`src/rtl/mem_port_arbiter.sv`:
```
`default_nettype none
// +----------------------------------------------------------------------------+
// | Module      : mem_port_arbiter                                             |
// | Description : Shares one memory access port between an instruction-fetch  |
// |               requester and a data (load/store) requester. One access is   |
// |               in flight at a time. Each access passes through three        |
// |               phases: arbitrate (IDLE), drive the command (ISSUE) and      |
// |               acknowledge (ACK). Data wins ties, except that an            |
// |               instruction requester that has lost STARVE_LIMIT ties in a   |
// |               row wins the next one.                                       |
// | Revision    : 1.0  initial release                                         |
// +----------------------------------------------------------------------------+
// | Ports                                                                      |
// |   clk          system clock, all logic on rising edge                      |
// |   reset        synchronous, active-high reset                              |
// |   InstReq/InstAdd          fetch request (held until InstAck) + address    |
// |   InstAck/InstData         one-cycle ack pulse + fetched word              |
// |   DataReq/DataWe/DataMemType/DataAdd/DataWData                             |
// |                            data request (held until DataAck); we, type    |
// |                            and wdata are sampled at grant                  |
// |   DataAck/DataRData        one-cycle ack pulse + read data                 |
// |   MemAdd/MemWData/MemReadEn/MemWriteEn/MemType/MemReadData                 |
// |                            memory port                                     |
// |   Busy         high whenever the arbiter is not idle                       |
// +----------------------------------------------------------------------------+
module mem_port_arbiter #(
    parameter int READ_LATENCY = 0,
    parameter int STARVE_LIMIT = 4,
    parameter int ADDR_WIDTH   = 32
) (
    input  logic                  clk,
    input  logic                  reset,
    // instruction-fetch requester
    input  logic                  InstReq,
    input  logic [ADDR_WIDTH-1:0] InstAdd,
    output logic                  InstAck,
    output logic [31:0]           InstData,
    // data requester
    input  logic                  DataReq,
    input  logic                  DataWe,
    input  logic                  DataMemType,
    input  logic [ADDR_WIDTH-1:0] DataAdd,
    input  logic [31:0]           DataWData,
    output logic                  DataAck,
    output logic [31:0]           DataRData,
    // memory port
    output logic [ADDR_WIDTH-1:0] MemAdd,
    output logic [31:0]           MemWData,
    output logic                  MemReadEn,
    output logic                  MemWriteEn,
    output logic                  MemType,
    input  logic [31:0]           MemReadData,
    // status
    output logic                  Busy
);

    // ------------------------------------------------------------------------
    // Constants
    // ------------------------------------------------------------------------
    // Counter widths never collapse to zero bits, even for a zero parameter.
    localparam int C_LAT_W  = (READ_LATENCY > 0) ? $clog2(READ_LATENCY + 1) : 1;
    localparam int C_WAIT_W = (STARVE_LIMIT > 0) ? $clog2(STARVE_LIMIT + 1) : 1;

    localparam logic [C_LAT_W-1:0]  C_LAT_INIT = C_LAT_W'(READ_LATENCY);
    localparam logic [C_WAIT_W-1:0] C_WAIT_MAX = C_WAIT_W'(STARVE_LIMIT);
    localparam logic [C_LAT_W-1:0]  C_LAT_ONE  = C_LAT_W'(1);
    localparam logic [C_WAIT_W-1:0] C_WAIT_ONE = C_WAIT_W'(1);

    localparam logic [1:0] C_ST_IDLE  = 2'd0;
    localparam logic [1:0] C_ST_ISSUE = 2'd1;
    localparam logic [1:0] C_ST_ACK   = 2'd2;

    // ------------------------------------------------------------------------
    // State and datapath registers
    // ------------------------------------------------------------------------
    logic [1:0]            r_state;
    logic [1:0]            w_next_state;

    logic [ADDR_WIDTH-1:0] r_mem_add;
    logic [31:0]           r_mem_wdata;
    logic                  r_mem_type;
    logic                  r_we;        // command of the access in flight is a write
    logic                  r_sel_data;  // 1 = data requester owns the access in flight
    logic [C_LAT_W-1:0]    r_lat_cnt;   // ISSUE cycles left before read data is valid
    logic [C_WAIT_W-1:0]   r_inst_wait; // consecutive ties lost by the fetch side
    logic [31:0]           r_inst_data;
    logic [31:0]           r_data_rdata;

    logic                  w_grant_inst;
    logic                  w_grant_data;
    logic                  w_inst_lost;
    logic                  w_capture;
    logic                  w_issue;

    // ------------------------------------------------------------------------
    // Next-state and grant decode
    // ------------------------------------------------------------------------
    always_comb begin
        w_next_state = r_state;
        w_grant_inst = 1'b0;
        w_grant_data = 1'b0;
        w_capture    = 1'b0;

        case (r_state)
            C_ST_IDLE: begin
                // Fetch wins when alone, or on a tie once it has been starved.
                if (InstReq && (!DataReq || (r_inst_wait == C_WAIT_MAX))) begin
                    w_grant_inst = 1'b1;
                end else if (DataReq) begin
                    w_grant_data = 1'b1;
                end
                if (w_grant_inst || w_grant_data) begin
                    w_next_state = C_ST_ISSUE;
                end
            end

            C_ST_ISSUE: begin
                // A write needs only its single strobe cycle; a read waits
                // for the latency counter to expire and captures the data.
                if (r_we) begin
                    w_next_state = C_ST_ACK;
                end else if (r_lat_cnt == '0) begin
                    w_capture    = 1'b1;
                    w_next_state = C_ST_ACK;
                end
            end

            C_ST_ACK: begin
                w_next_state = C_ST_IDLE;
            end

            default: begin
                w_next_state = C_ST_IDLE;
            end
        endcase
    end

    // The fetch side lost a tie exactly when both asked and data was granted.
    assign w_inst_lost = w_grant_data && InstReq;

    // ------------------------------------------------------------------------
    // Sequential logic
    // ------------------------------------------------------------------------
    always_ff @(posedge clk) begin
        if (reset) begin
            r_state      <= C_ST_IDLE;
            r_mem_add    <= '0;
            r_mem_wdata  <= '0;
            r_mem_type   <= 1'b0;
            r_we         <= 1'b0;
            r_sel_data   <= 1'b0;
            r_lat_cnt    <= '0;
            r_inst_wait  <= '0;
            r_inst_data  <= '0;
            r_data_rdata <= '0;
        end else begin
            r_state <= w_next_state;

            // Command latch: the memory port reflects these registers
            // directly, so they stay stable for the whole ISSUE phase and
            // keep their last value while idle.
            if (w_grant_inst) begin
                r_mem_add  <= InstAdd;
                r_mem_type <= 1'b0;
                r_we       <= 1'b0;
                r_sel_data <= 1'b0;
                r_lat_cnt  <= C_LAT_INIT;
            end else if (w_grant_data) begin
                r_mem_add   <= DataAdd;
                r_mem_type  <= DataMemType;
                r_mem_wdata <= DataWData;
                r_we        <= DataWe;
                r_sel_data  <= 1'b1;
                r_lat_cnt   <= C_LAT_INIT;
            end else if ((r_state == C_ST_ISSUE) && (r_lat_cnt != '0)) begin
                r_lat_cnt <= r_lat_cnt - C_LAT_ONE;
            end

            // Starvation counter: cleared by a fetch grant, saturating count
            // of lost ties otherwise.
            if (w_grant_inst) begin
                r_inst_wait <= '0;
            end else if (w_inst_lost && (r_inst_wait != C_WAIT_MAX)) begin
                r_inst_wait <= r_inst_wait + C_WAIT_ONE;
            end

            // Read data lands in the owner's register and is held there
            // until that requester's next read completes.
            if (w_capture) begin
                if (r_sel_data) begin
                    r_data_rdata <= MemReadData;
                end else begin
                    r_inst_data <= MemReadData;
                end
            end
        end
    end

    // ------------------------------------------------------------------------
    // Outputs
    // ------------------------------------------------------------------------
    assign w_issue    = (r_state == C_ST_ISSUE);

    // Writes leave ISSUE after one cycle, so the strobe is a single pulse.
    assign MemReadEn  = w_issue && !r_we;
    assign MemWriteEn = w_issue && r_we;
    assign MemAdd     = r_mem_add;
    assign MemWData   = r_mem_wdata;
    assign MemType    = r_mem_type;

    assign InstAck    = (r_state == C_ST_ACK) && !r_sel_data;
    assign DataAck    = (r_state == C_ST_ACK) && r_sel_data;
    assign InstData   = r_inst_data;
    assign DataRData  = r_data_rdata;

    assign Busy       = (r_state != C_ST_IDLE);

endmodule
`default_nettype wire
```
`config.mk`:
```
export PLATFORM = sky130hd
export DESIGN_NAME = mem_port_arbiter
export DESIGN_NICKNAME = d
export VERILOG_FILES = /design/src/rtl/mem_port_arbiter.sv
export SDC_FILE = /design/constraint.sdc
export NUM_CORES = 1
export LEC_CHECK = 0
export ABC_AREA = 1
export BUFFER_PORTS_ARGS = -buffer_cell sky130_fd_sc_hd__clkbuf_2
export CORE_MARGIN = 2
export CORE_UTILIZATION = 24
export CTS_CLUSTER_DIAMETER = 120
export DETAILED_ROUTE_END_ITERATION = 8
export PLACE_DENSITY_LB_ADDON = 0.3
export SYNTH_ARGS = -nofsm -noshare
export SYNTH_HDL_FRONTEND = slang
export SYNTH_SLANG_ARGS = --single-unit
export TNS_END_PERCENT = 1
```
`constraint.sdc`:
```
create_clock -name clk -period 1.33 [get_ports clk]
set_input_delay 0.266 -clock clk [delete_from_list [all_inputs] [get_ports clk]]
set_output_delay 0.266 -clock clk [all_outputs]
set_load 0.03 [all_outputs]
```
* Word level (Yosys, flattened, before mapping) *
Index checks and enable logic that the tools add are counted.

cells by class
  reductions and logical operators = 22
  bitwise operators = 2
  add/subtract/negate cells = 2
  muxes and demuxes = 16
  eq/ne operators = 6

operator list
  cell                 count
  $mux 32              2
  $mux 1               10
  $logic_and 1x1->1    8
  $reduce_and 2->1     4
  $mux 2               3
  $ne 3x3->1 const B   2
  $pmux 2 s2           1
  $reduce_bool 2->1    2
  $add 3x1->3 const B  1
  $eq 3x3->1 const B   1
  $logic_not 1->1      3
  $reduce_or 3->1      1
  $eq 2x1->1 const B   1
  $eq 2x2->1 const B   1
  $logic_not 2->1      1
  $logic_or 1x1->1     2
  $ne 2x2->1 const B   1
  $not 1->1            2
  $reduce_or 2->1      1
  $sub 1x1->1 const B  1

word-level totals
  logic and storage cells = 58
  bits of input ports = 134
  register bits after elaboration = 137
  output and inout port bits = 134

* Logic depth before layout (Yosys ltp) *
Gate-level depths: netlist (run 1).

  depth in word-level cells = 8
  mapped depth = 9
  gate-level depth less buffers = 8

* Worst setup path before layout (run 1) *
No wires, ideal clock.

  path type = reg-to-output
  start point = register r_sel_data
  end point = output DataAck
  stages on the path, launching flop included = 5
  arrival time = 1413 ps
  path buffers = 2
  required time = 1064 ps
  path slack = -349 ps
  cells stage by stage = dfxtp_1 -> buf_2 -> inv_2 -> clkbuf_1 -> nor3_1

between the ends
  longest elaborated chain between the ends = 1

ends and longest elaborated chain
  element                 line  RTL
  start, declared         83    logic r_sel_data;
  start signal, assigned  151   r_sel_data <= 1'b0;
  start signal, assigned  166   r_sel_data <= 1'b0;
  start signal, assigned  173   r_sel_data <= 1'b1;
  $logic_and 1x1->1       212   assign DataAck = (r_state == C_ST_ACK) && r_sel_data;
  end, declared           44    output logic DataAck,

No other way between the ends.

* Worst setup path after layout (run 1) *
  start point = register r_state[1]
  end point = output MemWriteEn

between the ends
  longest elaborated chain between the ends = 2

ends and longest elaborated chain
  element                 line  RTL
  start, declared         76    logic [1:0] r_state;
  start signal, assigned  157   r_state <= w_next_state;
  $eq 2x1->1              202   assign w_issue = (r_state == C_ST_ISSUE);
  $logic_and 1x1->1       206   assign MemWriteEn = w_issue && r_we;
  end, declared           50    output logic MemWriteEn,

No other way between the ends.

==> key figures, run 1 <==
Worst setup path
  • Reg2reg start: r_state[1]
  • Kind of critical path: flop to primary output
  • Startpoint types: flop
  • CP Cell Sequence: buf_6 -> nor2_4 -> inv_2 -> nor2_2 -> clkbuf_8
  • WP data arrival: 1260 ps
  • Crit end category: primary output
  • Worst R2R Setup Slack: -120 ps
  • Buf/Inv on CP: 3
  • Slowest-stage cell, CP: dfxtp_2
  • Setup crit start: r_state[1]
  • CP top delay family: buffers and inverters
  • R2r worst-path depth: 13
  • RR Endpoint: r_state[1]
  • Critical-path maximum fanout: 3
  • CP Data Required Time: 1060 ps
  • Worst path max stage delay: ~320 ps

Clocking
  • CTS tree: done
  • CTS hold repair buffers: 0
  • Total CTS buffers: 17
  • Clk sinks: 137
  • Worst-case clock buffer depth: 2
  • Worst skew pair latency: 420 ps
  • Clk slew on worst S/H paths: around 60 ps
  • Root Buffer Master: clkbuf_16
  • H-tree Lvls: 4

STA
  • FMAX: 655.5 MHz
  • Final WS setup: -195.5 ps
  • Worst-margin pin slew: between 400 and 500 ps
  • Post-route minimum period: 1526 ps
  • RSZ-0062 raised after global routing: yes
  • Fin crit share: 114.7%
  • Clk_skew: 11.44 ps
  • # setup viols final: 67
  • Hold Fails Final Rpt: 0
  • Max Slew Vio Count: 0
  • Max-slew headroom: between 70 and 80%

Yosys
  • Area share of the largest cell type after synthesis: between 40 and 50%
  • Synth Area in XOR/XNOR: 0%
  • Flops & latches, synth: 137
  • Post-Syn Area: ~5600 µm²
  • Count of cell types in the netlist: 20
  • Mux cell area share after synthesis: 0%
  • Post-Synth Simple-Gate Area: between 30 and 40%
  • Adder-Cell Fraction of Synth Area: less than 1%
  • Ranking of synthesized cells by area: dfxtp_1 49%, nand4_1 14%, nand2_1 14%
  • Ys Warns: 0
  • Register area share after synthesis: around half
  • Mean Syn Cell Area: approximately 7.5 µm²
  • Synth area leader: dfxtp_1
  • Largest family of logic cells by synthesized area: simple AND/OR/NAND/NOR gates
  • Syn Inst Count: 747
  • Post-Syn Nets: 883
  • Synth Area in Compound Gates: a little under a tenth

Floorplanning
  • Initial Util: between 20% and 30%
  • FP Rows: 55
  • Die Y: between 150 and 200 µm
  • Chip width: 156.8 µm
  • Core Box Area: approximately 23,000 µm²
  • # IOs: about 270
  • Die area: 24,600 µm²

Finish
  • Design Area, Final: between 8000 and 9000 µm²
  • Antenna Cells: 0
  • Layout area overhead: 47.82%
  • Fraction of layout cells with a size suffix above 1: about 37%
  • Nets@finish: 1,149

Power
  • Leak Pwr: a little under 4 nW
  • Pwr Density: between 1000 and 1500 nW/µm²
  • Power, Total: between 10 and 15 mW
  • Worst VDD drop: roughly 0.64 mV

Run status
  • Failing checks: setup timing
  • Status: finished with violations

Route
  • Avg WL per Cell: ~14 µm
  • Detailed Routing Iterations Pass 1: 5
  • DRT Wirelength: a little under 20 mm
  • Via density: 4.622
  • Initial DRC count: around 380
  • Routed Antenna Nets: 0
  • Via count: a little over 6k
  • DRC viols: 0

Place
  • IO Port Bufs: about 270
  • Cell Area, Placed: ~7500 µm²
  • Detailed Place HPWL: 13.35 mm
  • GPL Wtd Cong: 0.7777

Run
  • Max-cap check violation count: 0

Worst hold path
  • Hold_sp: DataAdd[7]
  • Hold WC Path Type: input pin to flop
  • Hold Path Cell Cnt: 3
  • Worst min-delay path endpoint: MemAdd[7]

Global route
  • GRT overflow: 0
  • Initial antenna violation count: 0
  • First-pass GRT wire length: 30.59 mm
  • Vias in the first global route: between 5k and 6k
  • Total track usage: between 10% and 20%
  • Largest net degree at the start of global routing: 66
[cell families (layout without fill, tap and decap cells)]
logic type      after synthesis  count (layout)
compound gates              106             106
simple gates                418             418
flops                       137             137
fa+ha+maj                     2               2
buf+inv                      84             363
[tightest hold or removal path: cells and delay by family]
kind | cells | cell delay, ps
buffers and inverters | 1 | 80
AND/OR/NAND/NOR | 2 | 120
[flip-flops by register name, summed over array words and instances (netlist names), 2 cells and up]
| register | cells |
|---|---|
| r_state | 2 |
| DataRData | 32 |
| MemAdd | 32 |
| r_inst_wait | 3 |
| InstData | 32 |
| MemWData | 32 |
[what timing repair did]
| item | in CTS | in global routing |
|---|---|---|
| pin swaps | 18 | 13 |
| endpoints found under the setup margin | 99 | 142 |
| endpoints found under the hold margin | 0 | 0 |
| resized for setup | 24 | 21 |
| buffers inserted | 10 | 0 |
[cells in the final DEF (no fill, tap or decap), types with 3 or more instances in the layout]
cell type   instances
bufinv_16           3
nand4_1           128
buf_6              10
a21oi_1            70
clkinvlp_4          3
o21ai_0            33
clkinv_2            4
nand3_2             3
nand2_1           204
clkbuf_16          17
nor2_1             64
dfxtp_1           134
clkbuf_2          262
inv_2               6
buf_4              30
clkbuf_8            3
nor2_4              5
nand2_2             3
nand3_1             6
inv_1               8
buf_12             10
[per-stage QoR]
stage | cells | setup slack [ps] | hold WS [ps] | util (%) | TNS (ps)
finish | 1339 | -195.5 | 92.23 | 36.39 | -2693
global route | 1339 | -279.6 | 77.15 | 36.39 | -15080
detailed placement | 1297 | -72.69 | 450.9 | 32.82 | -2113
CTS | 1339 | -244.5 | 67.45 | 36.08 | -4686
global placement | 1297 | -46.47 | 448.3 | 32.82 | -1372
floorplan | 747 | -74.55 | 408.9 | - | -1260
[power by group]
part | switching [mW] | internal [mW]
logic | 1.54 | 0.805
registers | 0.151 | 4.38
clock network | 1.84 | 2.99
total | 3.53 | 8.18
[cells in the mapped netlist]
cell,instances
a21oi_1,71
buf_1,1
buf_2,16
buf_4,6
buf_6,5
clkbuf_1,42
clkinv_1,1
dfxtp_1,137
ha_1,2
inv_1,12
inv_2,1
nand2_1,208
nand3_1,9
nand4_1,128
nor2_1,69
nor2_2,1
nor2_4,1
nor3_1,2
o21ai_0,34
o21ai_1,1
[worst max path at each step]
stage,cells past startpoint,slack (ps),to
after detailed placement,5,-70,MemReadEn
after global placement,5,-50,MemReadEn
final,5,-200,MemWriteEn
after CTS,4,-240,InstAck
after global routing,5,-280,MemReadEn
after floorplan,7,-70,r_state[1]
[metal layers]
layer / wire (µm) / vias to the layer above / GRT usage (%)
met5: 0 / - / 0
met4: 112 / 0 / 3.408
met3: 1571 / 5 / 5.511
met2: 9330 / 217 / 26.90
met1: 8329 / 2863 / 18.83
li1: - / 3104 / -
[layout make-up]
type	count	area, µm²
clock inverter	12	150.1
inverter	14	52.55
fill	2444	14490
multi-input combinational	526	2564
clock buffer	20	446.7
timing repair buffer	317	1934
tap	313	391.6
sequential	137	2749
Power figures use the tool's default switching activity.
==> run 2, diff against run 1 <==
==> constraint.sdc (replaced) <==
create_clock -name clk -period 1.5 [get_ports clk]
set_input_delay 0.3 -clock clk [delete_from_list [all_inputs] [get_ports clk]]
set_output_delay 0.3 -clock clk [all_outputs]
set_load 0.03 [all_outputs]
==> run 2 against run 1 <==
Net effect:
- the run still ends with setup timing left
- register-to-register slack better by 160 ps
- final cell count down 1.2%
- sequential share of layout area up 0.97 points
- largest cell class unchanged
- largest power group unchanged
- highest routed layer unchanged
==> key figures, run 2 (synthesized netlist as in run 1, its figures left out) <==
Run status
  • Status: finished with violations
  • Failing checks: setup timing

Clocking
  • Root Buffer Master: clkbuf_16
  • Clk slew on worst S/H paths: 60 ps (about the same)
  • CTS hold repair buffers: 0 (unchanged)
  • CTS tree: done
  • H-tree Lvls: 4 (unchanged)
  • Worst-case clock buffer depth: 2 (unchanged)
  • Total CTS buffers: 17 (unchanged)
  • Worst skew pair latency: 410 ps (about the same)
  • Clk sinks: 137 (unchanged)

Worst setup path
  • Kind of critical path: flop to primary output
  • RR Endpoint: MemAdd[19]
  • Worst R2R Setup Slack: 40 ps (+160 ps)
  • R2r worst-path depth: 7 (-6)
  • WP data arrival: 1290 ps (+30 ps)
  • Critical-path maximum fanout: 3 (unchanged)
  • Startpoint types: flop
  • Crit end category: primary output
  • CP Data Required Time: 1200 ps (+140 ps)
  • Reg2reg start: r_state[0]

Finish
  • Nets@finish: 1,132 (-1.5%)
  • Post-layout util: 35.41% (-0.97 points)
  • Layout area overhead: 43.87%
  • Non-Filler Instances: 1,323 (-1.2%)
  • Design Area, Final: 8066 µm² (-2.7%)
  • Commonest non-fill, non-tap cell in the layout: clkbuf_2
  • Fraction of layout cells with a size suffix above 1: 34.69% (-1.9 points)
  • Most frequent cells in the layout: 262 x clkbuf_2, 207 x nand2_1, 132 x dfxtp_1
  • Fill cells: 2,462 (+0.74%)

Run
  • Max-cap check violation count: 0 (unchanged)

Route
  • Avg WL per Cell: 14.65 µm (+1.4%)
  • DRC viols: 0 (unchanged)
  • DRT Wirelength: 19.39 mm (+0.22%)
  • Routed Antenna Nets: 0 (unchanged)
  • Initial DRC count: 286 (-25%)
  • Via count: 6,036 (-2.5%)
  • Via density: 4.562 (-1.3%)
  • Detailed Routing Iterations Pass 1: 5 (unchanged)

Floorplanning
  • FP Rows: 55 (unchanged)
  • Die Y: 156.8 µm (unchanged)
  • Core Box Area: 22,780 µm² (unchanged)
  • Chip width: 156.8 µm (unchanged)
  • # IOs: 268 (unchanged)
  • Initial Util: 24.61% (unchanged)
  • Die area: 24,600 µm² (unchanged)

STA
  • Fin crit share: 105.9%
  • Max Slew Vio Count: 0 (unchanged)
  • RSZ-0062 raised after global routing: yes
  • Hold Fails Final Rpt: 0 (unchanged)
  • FMAX: between 600 and 700 MHz
  • Max-slew headroom: 71.97% (-1.2 points)
  • Fin Setup TNS: -222.0 ps (+2471 ps)
  • # setup viols final: 4 (-94%)
  • Hold Slack: 107.2 ps (+14.93 ps)
  • Clk_skew: 11.51 ps (+0.07550 ps)
  • Worst-margin pin slew: 420.4 ps (+17.42 ps)
  • Post-route minimum period: about 1600 ps
  • Final WS setup: -88.12 ps (+107.4 ps)

Place
  • Post-place setup slack: -5.794 ps (+66.90 ps)
  • Cell Area, Placed: 7341 µm² (-1.8%)
  • IO Port Bufs: 267 (unchanged)
  • Detailed Place HPWL: 13.24 mm (-0.77%)
  • GPL Wtd Cong: 0.7510 (-3.4%)
  • Cells after DPL: 1,283 (-1.1%)

Worst hold path
  • Hold WC Path Type: input pin to flop
  • Worst min-delay path endpoint: MemAdd[26]
  • Hold Path Cell Cnt: 3 (unchanged)
  • Hold_sp: DataAdd[26]

Global route
  • Largest net degree at the start of global routing: 66 (unchanged)
  • First-pass GRT wire length: 30.22 mm (-1.2%)
  • Vias in the first global route: 5,694 (-3.1%)
  • Total track usage: 15.49% (-0.18 points)
  • Initial antenna violation count: 1 (+1)
  • GRT overflow: 0 (unchanged)

Power
  • Leak Pwr: 3.774 nW (-2.8%)
  • Worst VDD drop: 0.6436 mV (-0.18%)
  • Pwr Density: 1261 nW/µm² (-11%)
  • Power, Total: 10.17 mW (-13%)
run 2: cell types whose count changed in the layout (fill, tap and decap cells not counted), sizes merged:
cell,change
clkinvlp,-1
diode,+1
buf,-17
bufinv,-1
clkbuf,-2
inv,+4
run 2: timing repair:
item	in CTS	in global routing
endpoints found under the setup margin	5	76
buffers inserted	5	2
pin swaps	4	10
resized for setup	24	8
run 2: area by class of cell:
cell class	instances	area, µm²	share of cell area [%]
Clock inverter	14	147.6	1.830
Inverter	14	55.05	0.6825
Multi-Input combinational cell	526	2526	31.32
Sequential cell	137	2754	34.14
Tap cell	313	391.6	4.855
Clock buffer	18	429.2	5.320
Antenna cell	1	2.502	0.03102
Timing Repair Buffer	300	1760	21.82
run 2: power breakdown:
group / total (mW) / switching (mW) / internal [mW]
registers: 4.02 / 0.134 / 3.89
logic: 1.99 / 1.34 / 0.646
clock network: 4.16 / 1.69 / 2.46
run 2: how the worst max path moves through the flow:
| stage | start | slack, ps | to | depth (start not counted) |
|---|---|---|---|---|
| floorplan | r_sel_data | -140 | InstAck | 3 |
| global placement | r_state[0] | 6 | MemReadEn | 5 |
| detailed placement | r_state[0] | -6 | MemReadEn | 5 |
| CTS | r_state[1] | -110 | MemReadEn | 5 |
| global route | r_state[1] | -120 | MemReadEn | 5 |
| finish | r_state[0] | -90 | InstAck | 3 |
run 2: metal layers:
| metal | GRT usage (%) | up-vias | wire length (µm) |
|---|---|---|---|
| met3 | 6.065 | 10 | 1695 |
| li1 | - | 3060 | - |
| met4 | 4.194 | 0 | 158 |
| met5 | 0 | - | 0 |
| met1 | 18.41 | 2762 | 8129 |
| met2 | 25.98 | 204 | 9402 |
run 2: worst max-delay path: stages (launching register included):
cell and delay, ps:
dfxtp_4 340, buf_4 150, nor3_2 200, clkbuf_8 200
==> run 3, diff against run 2 <==
--- a/config.mk
+++ b/config.mk
@@ -7,11 +7,10 @@
 export LEC_CHECK = 0
 export ABC_AREA = 1
 export BUFFER_PORTS_ARGS = -buffer_cell sky130_fd_sc_hd__clkbuf_2
-export CORE_MARGIN = 2
+export CORE_MARGIN = 1
 export CORE_UTILIZATION = 24
 export CTS_CLUSTER_DIAMETER = 120
 export DETAILED_ROUTE_END_ITERATION = 8
-export PLACE_DENSITY_LB_ADDON = 0.3
 export SYNTH_ARGS = -nofsm -noshare
 export SYNTH_HDL_FRONTEND = slang
 export SYNTH_SLANG_ARGS = --single-unit
==> run 3 against run 2 <==
Net effect:
- the flow still finishes with violations (setup timing)
- die area down 2.5%
- clock skew up 9.1 ps
- total power up 2.2%
- first-iteration DRC count up 53%
- sequential power about the same
- worst hold slack better by 12 ps
- sequential share of layout area down 0.43 points
- critical endpoint unchanged
- highest routed layer is now met5
==> key figures, run 3 (synthesized netlist as in run 1, its figures left out) <==
STA
  • Max Slew Vio Count: 0 (unchanged)
  • Hold Fails Final Rpt: 0 (unchanged)
  • # setup viols final: 4 (unchanged)
  • Fin Setup TNS: -170.7 ps (+51.31 ps)
  • Hold Slack: 119.4 ps (+12.21 ps)
  • RSZ-0062 raised after global routing: yes
  • FMAX: 640.1 MHz (+1.7%)
  • Worst-margin pin slew: 731.8 ps (+311.3 ps)
  • Max-slew headroom: 51.21% (-21 points)
  • Fin crit share: 104.2% (-1.7 points)
  • Clk_skew: 20.62 ps (+9.112 ps)
  • Final WS setup: -62.30 ps (+25.82 ps)
  • Post-route minimum period: 1562 ps (-25.82 ps)

Worst setup path
  • Worst path max stage delay: 370 ps (+30 ps)
  • Kind of critical path: flop to primary output
  • WP data arrival: 1260 ps (-30 ps)
  • CP Cell Sequence: inv_2 -> nor3_4 -> clkbuf_8
  • Slowest-stage cell, CP: dfxtp_4
  • CP Data Required Time: 1200 ps (about the same)
  • Critical-path maximum fanout: 3 (unchanged)
  • Crit end category: primary output
  • Startpoint types: flop

Global route
  • Total track usage: 15.89% (+0.39 points)
  • GRT overflow: 0 (unchanged)
  • First-pass GRT wire length: 30.12 mm (-0.32%)
  • Vias in the first global route: 5,825 (+2.3%)
  • Initial antenna violation count: 2 (+1)
  • Largest net degree at the start of global routing: 66 (unchanged)

Floorplanning
  • Core Box Area: 22,780 µm² (unchanged)
  • Die area: 23,980 µm² (-2.5%)
  • # IOs: 268 (unchanged)
  • Die Y: 154.8 µm (-1.3%)
  • Chip width: 154.8 µm (-1.3%)
  • Initial Util: 24.61% (unchanged)
  • FP Rows: 55 (unchanged)

Run
  • Max-cap check violation count: 0 (unchanged)

Clocking
  • CTS hold repair buffers: 0 (unchanged)
  • Clk sinks: 137 (unchanged)
  • Worst skew pair latency: 420 ps (about the same)
  • Clk slew on worst S/H paths: 70 ps (about the same)
  • Worst-case clock buffer depth: 2 (unchanged)
  • Total CTS buffers: 17 (unchanged)
  • CTS tree: done
  • Root Buffer Master: clkbuf_16
  • H-tree Lvls: 4 (unchanged)

Worst hold path
  • Hold WC Path Type: input pin to flop

Route
  • Via count: 6,144 (+1.8%)
  • Initial DRC count: 438 (+53%)
  • DRC viols: 0 (unchanged)
  • Routed Antenna Nets: 0 (unchanged)
  • Via density: 4.633 (+1.6%)
  • Avg WL per Cell: 14.77 µm (+0.78%)
  • Detailed Routing Iterations Pass 1: 6 (+1)
  • DRT Wirelength: 19.58 mm (+1.0%)

Finish
  • Post-layout util: 35.90% (+0.48 points)
  • Layout area overhead: 45.84%
  • Fraction of layout cells with a size suffix above 1: 35.04% (+0.36 points)
  • Antenna Cells: 0 (-1)
  • Fill cells: 2,431 (-1.3%)
  • Nets@finish: 1,136 (+0.35%)
  • Design Area, Final: 8177 µm² (+1.4%)
  • Non-Filler Instances: 1,326 (+0.23%)
  • Commonest non-fill, non-tap cell in the layout: clkbuf_2
  • Most frequent cells in the layout: 262 x clkbuf_2, 207 x nand2_1, 132 x dfxtp_1

Power
  • Power, Total: 10.39 mW (+2.2%)
  • Pwr Density: 1271 nW/µm² (+0.81%)
  • Worst VDD drop: 0.6079 mV (-5.5%)
  • Leak Pwr: 3.825 nW (+1.4%)

Place
  • Post-place setup slack: 49.27 ps (+55.06 ps)
  • GPL Wtd Cong: 0.7521 (+0.15%)
  • Cell Area, Placed: 7353 µm² (+0.17%)
  • Detailed Place HPWL: 13.04 mm (-1.6%)
  • IO Port Bufs: 267 (unchanged)
  • Cells after DPL: 1,283 (unchanged)

Run status
  • Status: finished with violations
  • Failing checks: setup timing
## run 3: path summary, 6_finish.rpt
kind,startpoint,endpoint,slack (ps),depth (start not counted)
max,r_state[1],InstAck,-60,3
min,DataAdd[4],MemAdd[4],120,3
max reg2reg,r_state[1],MemType,-10,8
min reg2reg,InstData[15],InstData[15],460,2
## run 3: worst max-delay path: cells and delay by family (launching register included)
kind | cells | cell delay (ps)
buffers and inverters | 2 | 270
DFF | 1 | 370
and+or+nand+nor | 1 | 220
## run 3: final cells by class
cell class	count	area (µm²)	area share, %
Clock buffer	18	429.2	5.249
Timing Repair Buffer	304	1842	22.52
Tap cell	313	391.6	4.790
Clock inverter	14	170.2	2.081
Sequential cell	137	2756	33.71
Multi-Input combinational cell	526	2532	30.97
Inverter	14	55.05	0.6733
## run 3: routing by layer
layer,vias to the layer above,track usage (%),wire [µm]
li1,3073,-,-
met3,23,5.408,1526
met1,2808,18.72,8396
met5,-,0,25
met2,236,26.87,9372
met4,4,5.375,259
## run 3: power breakdown
part	switching (mW)	internal, mW	leakage, nW
combinational	1.37	0.682	2.41
sequential	0.137	3.89	1.12
clock	1.69	2.63	0.295
## run 3: timing repair
action	CTS	global route
pin swaps	6	24
gates cloned	0	2
resized for setup	25	12
endpoints found under the setup margin	5	75
setup buffers	6	3
